===== src/rtl/pulp_cg_pkg.sv =====
// Shared types and widths for the multi-channel clock-gate controller.
package pulp_cg_pkg;
  localparam int CG_STATE_W = 2;
  localparam int WAKE_CNT_W = 4;

  typedef enum logic [CG_STATE_W-1:0] {
    OFF   = 2'd0,
    WAKE  = 2'd1,
    ON    = 2'd2,
    DRAIN = 2'd3
  } cg_state_e;
endpackage


===== src/rtl/pulp_cg_channel.sv =====
// One gated channel: wake/settle, idle auto-gating and drain before the enable drops.
module pulp_cg_channel
  import pulp_cg_pkg::*;
#(
  parameter int unsigned CNT_W        = 8,
  parameter int unsigned WAKE_CYCLES  = 2,
  parameter int unsigned DRAIN_CYCLES = 2,
  parameter logic        RESET_ON     = 1'b0
) (
  input  logic             clk_i,
  input  logic             rst_i,
  input  logic             req_i,
  input  logic             busy_i,
  input  logic [CNT_W-1:0] idle_thresh_i,
  output logic             ack_o,
  output logic             en_o,
  output cg_state_e        state_o
);
  localparam logic [WAKE_CNT_W-1:0] WAKE_INIT  = WAKE_CNT_W'(WAKE_CYCLES - 1);
  localparam logic [WAKE_CNT_W-1:0] DRAIN_INIT = WAKE_CNT_W'(DRAIN_CYCLES);

  cg_state_e             state_q, state_d;
  logic                  ack_q, ack_d, en_q, en_d;
  logic [WAKE_CNT_W-1:0] wake_cnt_q, wake_cnt_d, drain_cnt_q, drain_cnt_d;
  logic [CNT_W-1:0]      idle_cnt_q, idle_cnt_d;
  logic                  active, idle_hit;

  assign active   = req_i | busy_i;
  // Extra bit keeps idle_cnt+1 from wrapping when the counter is saturated.
  assign idle_hit = (idle_thresh_i != '0) &&
                    (({1'b0, idle_cnt_q} + 1'b1) >= {1'b0, idle_thresh_i});

  always_comb begin
    state_d     = state_q;
    ack_d       = ack_q;
    en_d        = en_q;
    wake_cnt_d  = wake_cnt_q;
    drain_cnt_d = drain_cnt_q;
    idle_cnt_d  = '0;
    unique case (state_q)
      OFF: begin
        ack_d = 1'b0;
        en_d  = 1'b0;
        if (req_i) begin
          state_d    = WAKE;
          wake_cnt_d = WAKE_INIT;
          en_d       = 1'b1;
        end
      end
      WAKE: begin
        en_d = 1'b1;
        if (wake_cnt_q == '0) begin
          state_d = ON;
          ack_d   = 1'b1;
        end else begin
          wake_cnt_d = wake_cnt_q - 1'b1;
        end
      end
      ON: begin
        en_d  = 1'b1;
        ack_d = 1'b1;
        if (!active) idle_cnt_d = (idle_cnt_q == '1) ? idle_cnt_q : idle_cnt_q + 1'b1;
        if (!active && idle_hit) begin
          state_d     = DRAIN;
          ack_d       = 1'b0;
          drain_cnt_d = DRAIN_INIT;
        end
      end
      DRAIN: begin
        en_d = 1'b1;
        if (active) begin
          state_d = ON;
          ack_d   = 1'b1;
        end else if (drain_cnt_q == '0) begin
          state_d = OFF;
          en_d    = 1'b0;
        end else begin
          drain_cnt_d = drain_cnt_q - 1'b1;
        end
      end
      default: state_d = OFF;
    endcase
  end

  always_ff @(posedge clk_i) begin
    if (rst_i) begin
      state_q     <= RESET_ON ? ON : OFF;
      ack_q       <= RESET_ON;
      en_q        <= RESET_ON;
      wake_cnt_q  <= '0;
      drain_cnt_q <= '0;
      idle_cnt_q  <= '0;
    end else begin
      state_q     <= state_d;
      ack_q       <= ack_d;
      en_q        <= en_d;
      wake_cnt_q  <= wake_cnt_d;
      drain_cnt_q <= drain_cnt_d;
      idle_cnt_q  <= idle_cnt_d;
    end
  end

  assign ack_o   = ack_q;
  assign en_o    = en_q;
  assign state_o = state_q;
endmodule


===== src/rtl/pulp_clock_gating_ctrl.sv =====
// Multi-channel clock-gate enable controller; CG_STATS_EN adds per-channel gated-cycle counters.
module pulp_clock_gating_ctrl
  import pulp_cg_pkg::*;
#(
  parameter int unsigned     N_CH         = 4,
  parameter int unsigned     CNT_W        = 8,
  parameter int unsigned     WAKE_CYCLES  = 2,
  parameter int unsigned     DRAIN_CYCLES = 2,
  parameter logic [N_CH-1:0] RESET_ON     = '0
) (
  input  logic                   clk_i,
  input  logic                   rst_i,
  input  logic                   test_en_i,
  input  logic [N_CH-1:0]        req_i,
  input  logic [N_CH-1:0]        busy_i,
  input  logic [N_CH-1:0]        force_on_i,
  input  logic [CNT_W-1:0]       idle_thresh_i,
`ifdef CG_STATS_EN
  input  logic                   stats_clr_i,
  output logic [N_CH-1:0][31:0]  gated_cnt_o,
`endif
  output logic [N_CH-1:0]        ack_o,
  output logic [N_CH-1:0]        clk_en_o,
  output logic [2*N_CH-1:0]      state_o
);
  logic [N_CH-1:0] en_q_vec;

  // Overrides only touch the enable path; FSM state and ack stay untouched.
  assign clk_en_o = en_q_vec | force_on_i | {N_CH{test_en_i}};

  for (genvar g = 0; g < N_CH; g++) begin : g_ch
    cg_state_e ch_state;

    pulp_cg_channel #(
      .CNT_W        (CNT_W),
      .WAKE_CYCLES  (WAKE_CYCLES),
      .DRAIN_CYCLES (DRAIN_CYCLES),
      .RESET_ON     (RESET_ON[g])
    ) u_ch (
      .clk_i         (clk_i),
      .rst_i         (rst_i),
      .req_i         (req_i[g]),
      .busy_i        (busy_i[g]),
      .idle_thresh_i (idle_thresh_i),
      .ack_o         (ack_o[g]),
      .en_o          (en_q_vec[g]),
      .state_o       (ch_state)
    );

    assign state_o[CG_STATE_W*g +: CG_STATE_W] = ch_state;

`ifdef CG_STATS_EN
    logic [31:0] gcnt_q, gcnt_d;

    always_comb begin
      gcnt_d = gcnt_q;
      if (stats_clr_i)                        gcnt_d = '0;
      else if (!clk_en_o[g] && gcnt_q != '1) gcnt_d = gcnt_q + 1'b1;
    end

    always_ff @(posedge clk_i) begin
      if (rst_i) gcnt_q <= '0;
      else       gcnt_q <= gcnt_d;
    end

    assign gated_cnt_o[g] = gcnt_q;
`endif
  end
endmodule

===== config.mk =====
export PLATFORM = sky130hd
export DESIGN_NAME = pulp_clock_gating_ctrl
export DESIGN_NICKNAME = d
export VERILOG_FILES = /design/src/rtl/pulp_cg_pkg.sv /design/src/rtl/pulp_cg_channel.sv /design/src/rtl/pulp_clock_gating_ctrl.sv
export SDC_FILE = /design/constraint.sdc
export NUM_CORES = 1
export LEC_CHECK = 0
export CORE_UTILIZATION = 50
export CTS_BUF_LIST = sky130_fd_sc_hd__clkbuf_4 sky130_fd_sc_hd__clkbuf_8
export CTS_CLUSTER_SIZE = 12
export DETAILED_ROUTE_END_ITERATION = 10
export HOLD_SLACK_MARGIN = 0.12
export PLACE_DENSITY = 0.73
export SETUP_SLACK_MARGIN = 0.4
export SLEW_MARGIN = 40
export SYNTH_ARGS = -nofsm -noshare
export SYNTH_HDL_FRONTEND = slang
export SYNTH_SLANG_ARGS = --single-unit

===== constraint.sdc =====
create_clock -name clk_i -period 6.3 [get_ports clk_i]
set_input_delay 0.945 -clock clk_i [delete_from_list [all_inputs] [get_ports clk_i]]
set_output_delay 0.945 -clock clk_i [all_outputs]
set_load 0.005 [all_outputs]

# After elaboration in Yosys (flattened, before gate mapping)
# Index checks and enable logic that the tools add are counted.
[totals] regBits=80 word_cells=243 input_bits=23
[classes] n_bitwise=10 muxes=84 n_lt_le_gt_ge=4 reduce_logical=57 eq_ne=48 addsub=16
[op_table] cell="two-way mux 4 bit" count=20
[op_table] cell="case mux 4 bit (2 select lines)" count=8
[op_table] cell="two-way mux 2 bit" count=20
[op_table] cell="adder 8 x 1 -> 9 bit, second input constant" count=4
[op_table] cell=">= comparator 9 x 8 -> 1 bit" count=4
[op_table] cell="adder 8 x 1 -> 8 bit, second input constant" count=4
[op_table] cell="equality test 8 bit, second input constant" count=4
[op_table] cell="zero test 4 bit" count=8
[op_table] cell="inequality test 2 bit, second input constant" count=16
[op_table] cell="case mux 2 bit (4 select lines)" count=4
[op_table] cell="AND reduction 4 bit" count=8
[op_table] cell="subtractor 4 x 1 -> 4 bit, second input constant" count=8
[op_table] cell="two-way mux 1 bit" count=24
[op_table] cell="inequality test 2 x 1 -> 1 bit, second input constant" count=12
[op_table] cell="equality test 2 bit, second input constant" count=8
[op_table] cell="case mux 1 bit (4 select lines)" count=4
[op_table] cell="nonzero test 2 bit" count=8
[op_table] cell="inequality test 3 x 1 -> 1 bit, second input constant" count=4
[op_table] cell="case mux 1 bit (3 select lines)" count=4
[op_table] cell="AND reduction 3 bit" count=4
[op_table] cell="OR reduction 3 bit" count=4
[op_table] cell="equality test 2 x 1 -> 1 bit, second input constant" count=4
[op_table] cell="logical AND 1 bit" count=8
[op_table] cell="zero test 2 bit" count=4
[op_table] cell="other kinds (7)" count=23

# Logic depth before layout (Yosys ltp)
# Gate-level depths: netlist (run 1).
[depth] depth_word=6 ltp_mapped=12

# Modules after synthesis
# Synthesis (run 1) repeated with hierarchy kept, for this count alone.
[unflattened] hier_cells=640 area_unflattened_um2=5489.0
[modules_own_cells] mod="pulp_cg_channel at g_ch[1].u_ch ..." instances=2 area_per_inst_um2=1387.6 seq_area_each_um2=400.4 cells_per_inst=159
[modules_own_cells] mod="pulp_cg_channel at g_ch[3].u_ch" instances=1 area_per_inst_um2=1387.6 seq_area_each_um2=400.4 cells_per_inst=163
[modules_own_cells] mod="pulp_cg_channel at g_ch[0].u_ch" instances=1 area_per_inst_um2=1301.2 seq_area_each_um2=400.4 cells_per_inst=155
[modules_own_cells] mod="pulp_clock_gating_ctrl" instances=1 area_per_inst_um2=25.0 seq_area_each_um2=0.0 cells_per_inst=4

# Worst setup path after synthesis (run 1)
# Ideal clock, no wire load.
[synth_timing] kind="register to register" start="register g_ch[1].u_ch.idle_cnt_q[0]" end="register g_ch[1].u_ch.drain_cnt_q[3]" setup_time_ns=0.071 path_stages_with_launch=13 arrival_ns=2.578 path_slack_ns=3.652 cell_sequence="dfxtp_1 ha_1 and3_1 buf_4 nand3_1 xnor2_1 ha_1 and3_1 o2111ai_1 o211ai_2 nand3_4 or4_1 a21oi_1"
[synth_via] elab_chain_len=6
[synth_rtl] element="from (decl)" line_no="pulp_cg_channel.sv:25" text="logic [CNT_W-1:0] idle_cnt_q, idle_cnt_d;"
[synth_rtl] element="from (signal assigned)" line_no="pulp_cg_channel.sv:99" text="idle_cnt_q <= idle_cnt_d;"
[synth_rtl] element="adder 8 x 1 -> 9 bit" line_no="pulp_cg_channel.sv:31" text="(({1'b0, idle_cnt_q} + 1'b1) >= {1'b0, idle_thresh_i});"
[synth_rtl] element=">= comparator 9 x 8 -> 1 bit" line_no="pulp_cg_channel.sv:31"
[synth_rtl] element="logical AND 1 bit" line_no="pulp_cg_channel.sv:30" text="assign idle_hit = (idle_thresh_i != '0) &&"
[synth_rtl] element="logical AND 1 bit" line_no="pulp_cg_channel.sv:63" text="if (!active && idle_hit) begin"
[synth_rtl] element="inequality test 2 x 1 -> 1 bit (no line)"
[synth_rtl] element="AND reduction 4 bit (no line)"
[synth_rtl] element="to (signal assigned)" line_no="pulp_cg_channel.sv:98" text="drain_cnt_q <= drain_cnt_d;"
[synth_rtl] element="to (decl)" line_no="pulp_cg_channel.sv:24" text="logic [WAKE_CNT_W-1:0] wake_cnt_q, wake_cnt_d, drain_cnt_q, drain_cnt_d;"
# No other way between the ends.
# A chain may end at the register's enable or synchronous reset.

# Worst setup path in the final report (run 1)
[layout_timing] start="input port test_en_i" end="output port clk_en_o[1]"
[layout_via] elab_chain_len=1
[layout_rtl] element="from (decl)" line_no="pulp_clock_gating_ctrl.sv:13" text="input logic test_en_i,"
[layout_rtl] element="OR 4 bit" line_no="pulp_clock_gating_ctrl.sv:29" text="assign clk_en_o = en_q_vec | force_on_i | {N_CH{test_en_i}};"
[layout_rtl] element="to (decl)" line_no="pulp_clock_gating_ctrl.sv:23" text="output logic [N_CH-1:0] clk_en_o,"
# No other way between the ends.

==> out/results.txt, run 1 <==
post-cts gate resize count - 0
die width - 104.3 µm
Most used DFF post-synth - dfxtp_1
initial antenna violation count - 0
Design Power - 1.670 mW
setup tns final - 0 ps
Post-CTS Hold Buffers - 0
fill count - 882
Die H - 104.3 µm
Overflow after GRT - 0
synthesized instance count - 616
critical path launch point type - primary input
worst hold path class - reg2reg
Req. time, crit path - 5350 ps
Total GRT Usage - 0.2158
sequential share of the synthesized area - 0.3058
Syn. warnings - 0
syn avg cell area - 8.502 µm²
Syn-to-layout area delta - 11.83%
FMAX - 0.3154 GHz
Static Leak - 2.457 nW
Max-Cap Viols - 0
Pwr Density - 285.2 mW/mm²
I/O Buffers - 38
register bit total from synthesis - 80
worst skew pair latency - 360 ps
nets - 738
Crit. End Element - primary output
Max-slew headroom - 0.6041
vias in the first global route - 4299
clk buf depth - 2
largest net degree at the start of global routing - 59
CTS tree - built
Routed WL - 11030 µm
ANT cells - 0
Syn Nets - 707
Reg area - 0.001602 mm²
Final Skew - 5.583 ps
CP max FO - 4
row cnt - 36
Die ar. - 0.01089 mm²
hpwl dp - 8409 µm
Setup Buffers After CTS - 0
final setup vio count - 0
Worst-Margin Slew - 593.9 ps
clk root buf - clkbuf_8
fin crit period - 3171 ps
core area - 0.009955 mm²
htree depth - 3
DR WL/cell - 14.05 µm
gpl congestion - 0.8242
first-pass GRT wire length - 19460 µm
via count - 4389
status - finished clean
share of cells above drive strength 1 - 0.07055
via density per instance - 5.591
synthesized area - 0.005238 mm²
initial core utilization - 0.5261
kind of critical path - in2out
Cell variety after synth - 61
Sink Count - 80
Reg clk slew, reported paths - 90 ps
DRT iter0 DRCs - 251
arrival time worst endpoint - 2230 ps
TritonCTS buffer count - 9
drt drc - 0
Ports - 39
EDFF count, synth - 0
area of the multi-input gates - 0.003343 mm²
final antenna-violating net count - 0
final count of pins violating max slew - 0
Peak VDD IR - 0.0001383 V
DRT Pass-1 Iters - 5
Post-synth ARST share - 0
period utilisation layout - 0.5033
RSZ-0062 raised after global routing - no
final hold violations - 0
[cells in the final DEF (no fill, tap or decap), drive strengths merged, types with 10 or more instances in the layout]
master,n
dfxtp,80
a211oi,28
inv,52
nor2,68
ha,68
o21ai,18
nor3,13
xnor2,20
nand2,38
a21oi,40
clkdlybuf4s50,37
xor2,16
nand3,21
nor2b,11
or3,14
nand2b,10
[metrics by stage]
| step | area (µm²) | util | setup slack, ps | std cells | hold WS [ps] |
|---|---|---|---|---|---|
| 3_5_place_dp | 5684 | 0.5710 | 3021 | 769 | 465.7 |
| 4_1_cts | 5857 | 0.5884 | 3107 | 785 | 480.2 |
| 5_1_grt | 5857 | 0.5884 | 2955 | 785 | 508.7 |
| 3_3_place_gp | 5682 | 0.5708 | 3083 | 769 | 458.1 |
| 2_1_floorplan | 5238 | - | 3652 | 616 | 445.0 |
| 6_report | 5857 | 0.5884 | 3129 | 785 | 475.6 |
[power by group]
part	total (mW)	internal, mW	leakage (nW)	switching (mW)
Sequential	0.645	0.582	0.650	0.0632
Combinational	0.686	0.308	1.72	0.378
Clock	0.340	0.143	0.0889	0.197
[cells by family (layout without fill, tap and decap cells)]
logic type      count (synthesis)  after routing  synth area share
compound gates                137            137            0.1837
xor+xnor                       36             36           0.06020
fa+ha+maj                      68             68            0.1624
buf+inv                        70            106           0.05590
flops                          80             80            0.3058
mux                             6              6           0.01147
simple gates                  219            219            0.2205
[area by class of cell]
cell class,count,share of cell area
clock buffers,9,0.02115
clock inverters,7,0.008332
inverters,52,0.03333
multi-input cells,466,0.5708
flip-flops and latches,80,0.2734
well taps,133,0.02841
repair buffers,38,0.06452
[cell usage after synthesis (all sizes together), types with 6 or more instances]
library cell	number	area, µm²
and3	9	56.30
nand2	38	142.6
buf	7	56.30
nand3	21	135.1
nor3	13	65.06
xor2	16	140.1
nor2b	11	68.82
nand2b	10	62.56
clkbuf	11	41.29
o21ai	18	101.4
a211oi	28	210.2
a21oi	40	204.0
or3	14	87.58
dfxtp	80	1602
ha	68	850.8
xnor2	20	175.2
nor2	68	257.8
nand4	6	58.80
inv	52	195.2
mux2i	6	60.06
[final timing paths]
path / from / to / slack, ps / cells after the start
max reg2reg: g_ch[1].u_ch.idle_cnt_q[0]$_SDFFE_PP0N_ / g_ch[1].u_ch.drain_cnt_q[3]$_SDFFE_PP0P_ / 3240 / 11
max: test_en_i / clk_en_o[1] / 3130 / 3
min: g_ch[0].u_ch.drain_cnt_q[0]$_SDFFE_PP0P_ / g_ch[0].u_ch.drain_cnt_q[0]$_SDFFE_PP0P_ / 480 / 2
min reg2reg: g_ch[0].u_ch.drain_cnt_q[0]$_SDFFE_PP0P_ / g_ch[0].u_ch.drain_cnt_q[0]$_SDFFE_PP0P_ / 480 / 2
[sequential cells by signal, indices dropped and copies added (netlist names)]
register               cells
g_ch.u_ch.wake_cnt_q      16
g_ch.u_ch.state_o          8
g_ch.u_ch.idle_cnt_q      32
g_ch.u_ch.ack_o            4
g_ch.u_ch.drain_cnt_q     16
g_ch.u_ch.en_o             4
[metal layers]
layer / vias to the layer above / share of wire / global-route usage
li1: 2243 / - / -
met1: 2048 / 0.49 / 0.2852
met2: 83 / 0.45 / 0.3505
met3: 15 / 0.043 / 0.03759
met4: 0 / 0.016 / 0.07755
met5: - / 0 / 0
[critical path, cell delays in order]
cell and delay, ps:
clkdlybuf4s50_1 440, or3_1 380, clkdlybuf4s50_1 450
Power figures use the tool's default switching activity.
==> inputs of run 2 (changes only) <==
Settings changed: PLACE_DENSITY 0.73 to 0.76.
Clock period 6.3 ns to 2.55 ns, I/O delays scaled along.
==> run 2 against run 1 <==
- the run now ends with setup timing left
- non-clock buffer count rose by 66
- sequential power rose by 140%
- via count rose by 10%
- cell area rose by 22%
- cell count rose by 8.3%
- critical path depth rose by 9
- power rose to 2.9 times the previous value
- sequential share of layout area fell by 4.5 points
- critical path type is now reg2reg
- highest routed layer unchanged
==> out/results.txt, run 2 (synthesis gave the netlist of run 1 again) <==
via density per instance - 5.686 (+1.7%)
GR Util met1 - 0.3059 (+0.02071)
crit-path cells - and3_4 -> nand3_4 -> nor2_4 -> xnor2_2 -> inv_1 -> ha_4 -> and3_4 -> o2111ai_2 -> o211ai_2 -> nand3_4 -> or4_4 -> a21oi_2
htree depth - 3 (unchanged)
clk buf depth - 2 (unchanged)
first-pass GRT wire length - 21600 µm (+11%)
final instance area - 0.007151 mm² (+22%)
Final Skew - 11.85 ps (+6.269 ps)
Syn-to-layout area delta - 36.53%
Static Leak - 2.941 nW (+20%)
CP max FO - 4 (unchanged)
met3 usage - 0.02694 (-0.01065)
Design Power - 4.839 mW (+190%)
Overflow after GRT - 0 (unchanged)
RSZ-0062 raised after global routing - yes
hpwl dp - 8930 µm (+6.2%)
kind of critical path - reg2reg
DRT Pass-1 Iters - 5 (unchanged)
Reg clk slew, reported paths - 80 ps (about the same)
Slowest cell on crit path - or4_4
WHS Path Cells - 2 (unchanged)
DRT iter0 DRCs - 195 (-22%)
Max-slew headroom - 0.4773 (-0.1267)
arrival time worst endpoint - 2940 ps (+710 ps)
Final WS setup - -90.93 ps (-3220 ps)
Worst-Margin Slew - 778.7 ps (+184.8 ps)
Top delay family on crit path - simple AND/OR/NAND/NOR gates
FMAX - 0.3787 GHz
Pwr Density - 676.8 mW/mm² (+140%)
Req. time, crit path - 2850 ps (-2500 ps)
CTS tree - built
hold wc startpoint - rst_i
Total GRT Usage - 0.2454 (+0.02956)
ANT cells - 0 (unchanged)
via count - 4833 (+10%)
post-place setup slack - -149.2 ps (-3170 ps)
worst skew pair latency - 370 ps (about the same)
worst reg2reg path endpoint - g_ch[1].u_ch.drain_cnt_q[3]$_SDFFE_PP0P_
period utilisation layout - 1.036
Max-Cap Viols - 0 (unchanged)
gpl congestion - 0.8051 (-2.3%)
final antenna-violating net count - 0 (unchanged)
Largest stage delay, worst path - 440 ps (about the same)
setup tns final - -154.3 ps (-154.3 ps)
drt drc - 0 (unchanged)
gr busiest metal - met2
core area - 0.009955 mm² (unchanged)
DR WL/cell - 16.19 µm (+15%)
share of cells above drive strength 1 - 0.2901 (+0.2195)
Routed WL - 13760 µm (+25%)
TritonCTS buffer count - 9 (unchanged)
initial antenna violation count - 0 (unchanged)
Die H - 104.3 µm (unchanged)
Peak VDD IR - 0.0003166 V (+130%)
Die ar. - 0.01089 mm² (unchanged)
nets - 804 (+8.9%)
flop-to-flop setup slack - -90 ps (-3330 ps)
Worst R2R Path Depth - 12 (+1)
critical path launch point type - flip-flop
Ports - 39 (unchanged)
I/O Buffers - 38 (unchanged)
Buf/Inv on CP - 1 (-1)
failing checks - setup timing
placed cell area - 0.006056 mm² (+6.5%)
final setup vio count - 5 (+5)
biggest regs - g_ch.u_ch.idle_cnt_q (32), g_ch.u_ch.drain_cnt_q (16), g_ch.u_ch.wake_cnt_q (16)
Sink Count - 80 (unchanged)
row cnt - 36 (unchanged)
fill count - 728 (-17%)
largest net degree at the start of global routing - 49 (-17%)
Global Route met2 Usage - 0.4290 (+0.07852)
Crit. End Element - flip-flop
Worst Hold Path EP - g_ch[2].u_ch.wake_cnt_q[1]$_SDFFE_PP0P_
die width - 104.3 µm (unchanged)
vias in the first global route - 4716 (+9.7%)
Biggest register - g_ch.u_ch.idle_cnt_q
Reg-to-Reg Start - g_ch[1].u_ch.idle_cnt_q[0]$_SDFFE_PP0N_
number of flip-flops in the largest register - 32 (unchanged)
commonest non-fill, non-tap cell in the layout - dfxtp_1
worst hold path class - in2reg
final count of pins violating max slew - 0 (unchanged)
clk root buf - clkbuf_8
Post-CTS Hold Buffers - 0 (unchanged)
commonest cells after routing, fill and taps aside - dfxtp_1, nor2_1, ha_1
initial core utilization - 0.5261 (unchanged)
fin crit period - 2641 ps
status - finished with violations
final hold violations - 0 (unchanged)
==> run 2: changes by cell type in the layout (fill, tap and decap cells not counted), sizes merged <==
cell | before | now
buf | 1 | 67
clkinv | 6 | 0
clkinvlp | 1 | 0
clkbuf | 9 | 12
bufinv | 0 | 3
==> run 2: worst max path at each step <==
stage,from,depth (start not counted),end
after detailed placement,g_ch[0].u_ch.idle_cnt_q[0]$_SDFFE_PP0N_,12,g_ch[0].u_ch.ack_o$_SDFFE_PP0P_
after global routing,g_ch[1].u_ch.idle_cnt_q[0]$_SDFFE_PP0N_,12,g_ch[1].u_ch.drain_cnt_q[3]$_SDFFE_PP0P_
after CTS,g_ch[1].u_ch.idle_cnt_q[1]$_SDFFE_PP0N_,11,g_ch[1].u_ch.drain_cnt_q[3]$_SDFFE_PP0P_
final,g_ch[1].u_ch.idle_cnt_q[0]$_SDFFE_PP0N_,12,g_ch[1].u_ch.drain_cnt_q[3]$_SDFFE_PP0P_
after floorplan,g_ch[1].u_ch.idle_cnt_q[1]$_SDFFE_PP0N_,12,g_ch[1].u_ch.drain_cnt_q[3]$_SDFFE_PP0P_
after global placement,idle_thresh_i[7],10,g_ch[2].u_ch.drain_cnt_q[2]$_SDFFE_PP0P_
==> run 2: timing repair <==
item                       CTS  global route
pin swaps                   33            27
buffers inserted            28            18
hold endpoints to repair     0             0
gates resized for setup     48            56
setup endpoints to repair   28            28
==> run 2: final cells by class <==
type                       instances  area (µm²)  area share
tap                              133       166.4     0.02327
timing repair buffer             104       933.4      0.1305
multi-input combinational        466        3979      0.5564
clock buffer                      12       152.6     0.02135
inverter                          52       195.2     0.02730
clock inverter                     3       90.09     0.01260
sequential                        80        1634      0.2285
==> run 2: worst register-to-register path, cell delays in order (launching register included) <==
cell and delay, ps:
dfxtp_4 380, and3_4 200, nand3_4 100, nor2_4 120, xnor2_2 130, inv_1 110
ha_4 280, and3_4 190, o2111ai_2 100, o211ai_2 260, nand3_4 140, or4_4 440
a21oi_2 130
==> run 2: power breakdown <==
part	internal (mW)	leakage, nW	switching (mW)
Sequential	1.43	0.660	0.151
Combinational	0.954	2.16	1.14
Clock	0.695	0.124	0.470
==> run 2: metal layers <==
metal / routed length [µm] / up-vias
met5: 0 / -
met4: 286 / 0
met3: 448 / 23
met2: 6888 / 113
met1: 6134 / 2334
li1: - / 2363
==> run 2: metrics by stage <==
| stage | cells | util | hold WS (ps) |
|---|---|---|---|
| global route | 850 | 0.7183 | 482.6 |
| finish | 850 | 0.7183 | 465.1 |
| global placement | 789 | 0.6083 | 453.5 |
| CTS | 832 | 0.6753 | 478.5 |
| floorplan | 616 | - | 440.5 |
| detailed placement | 789 | 0.6083 | 470.9 |
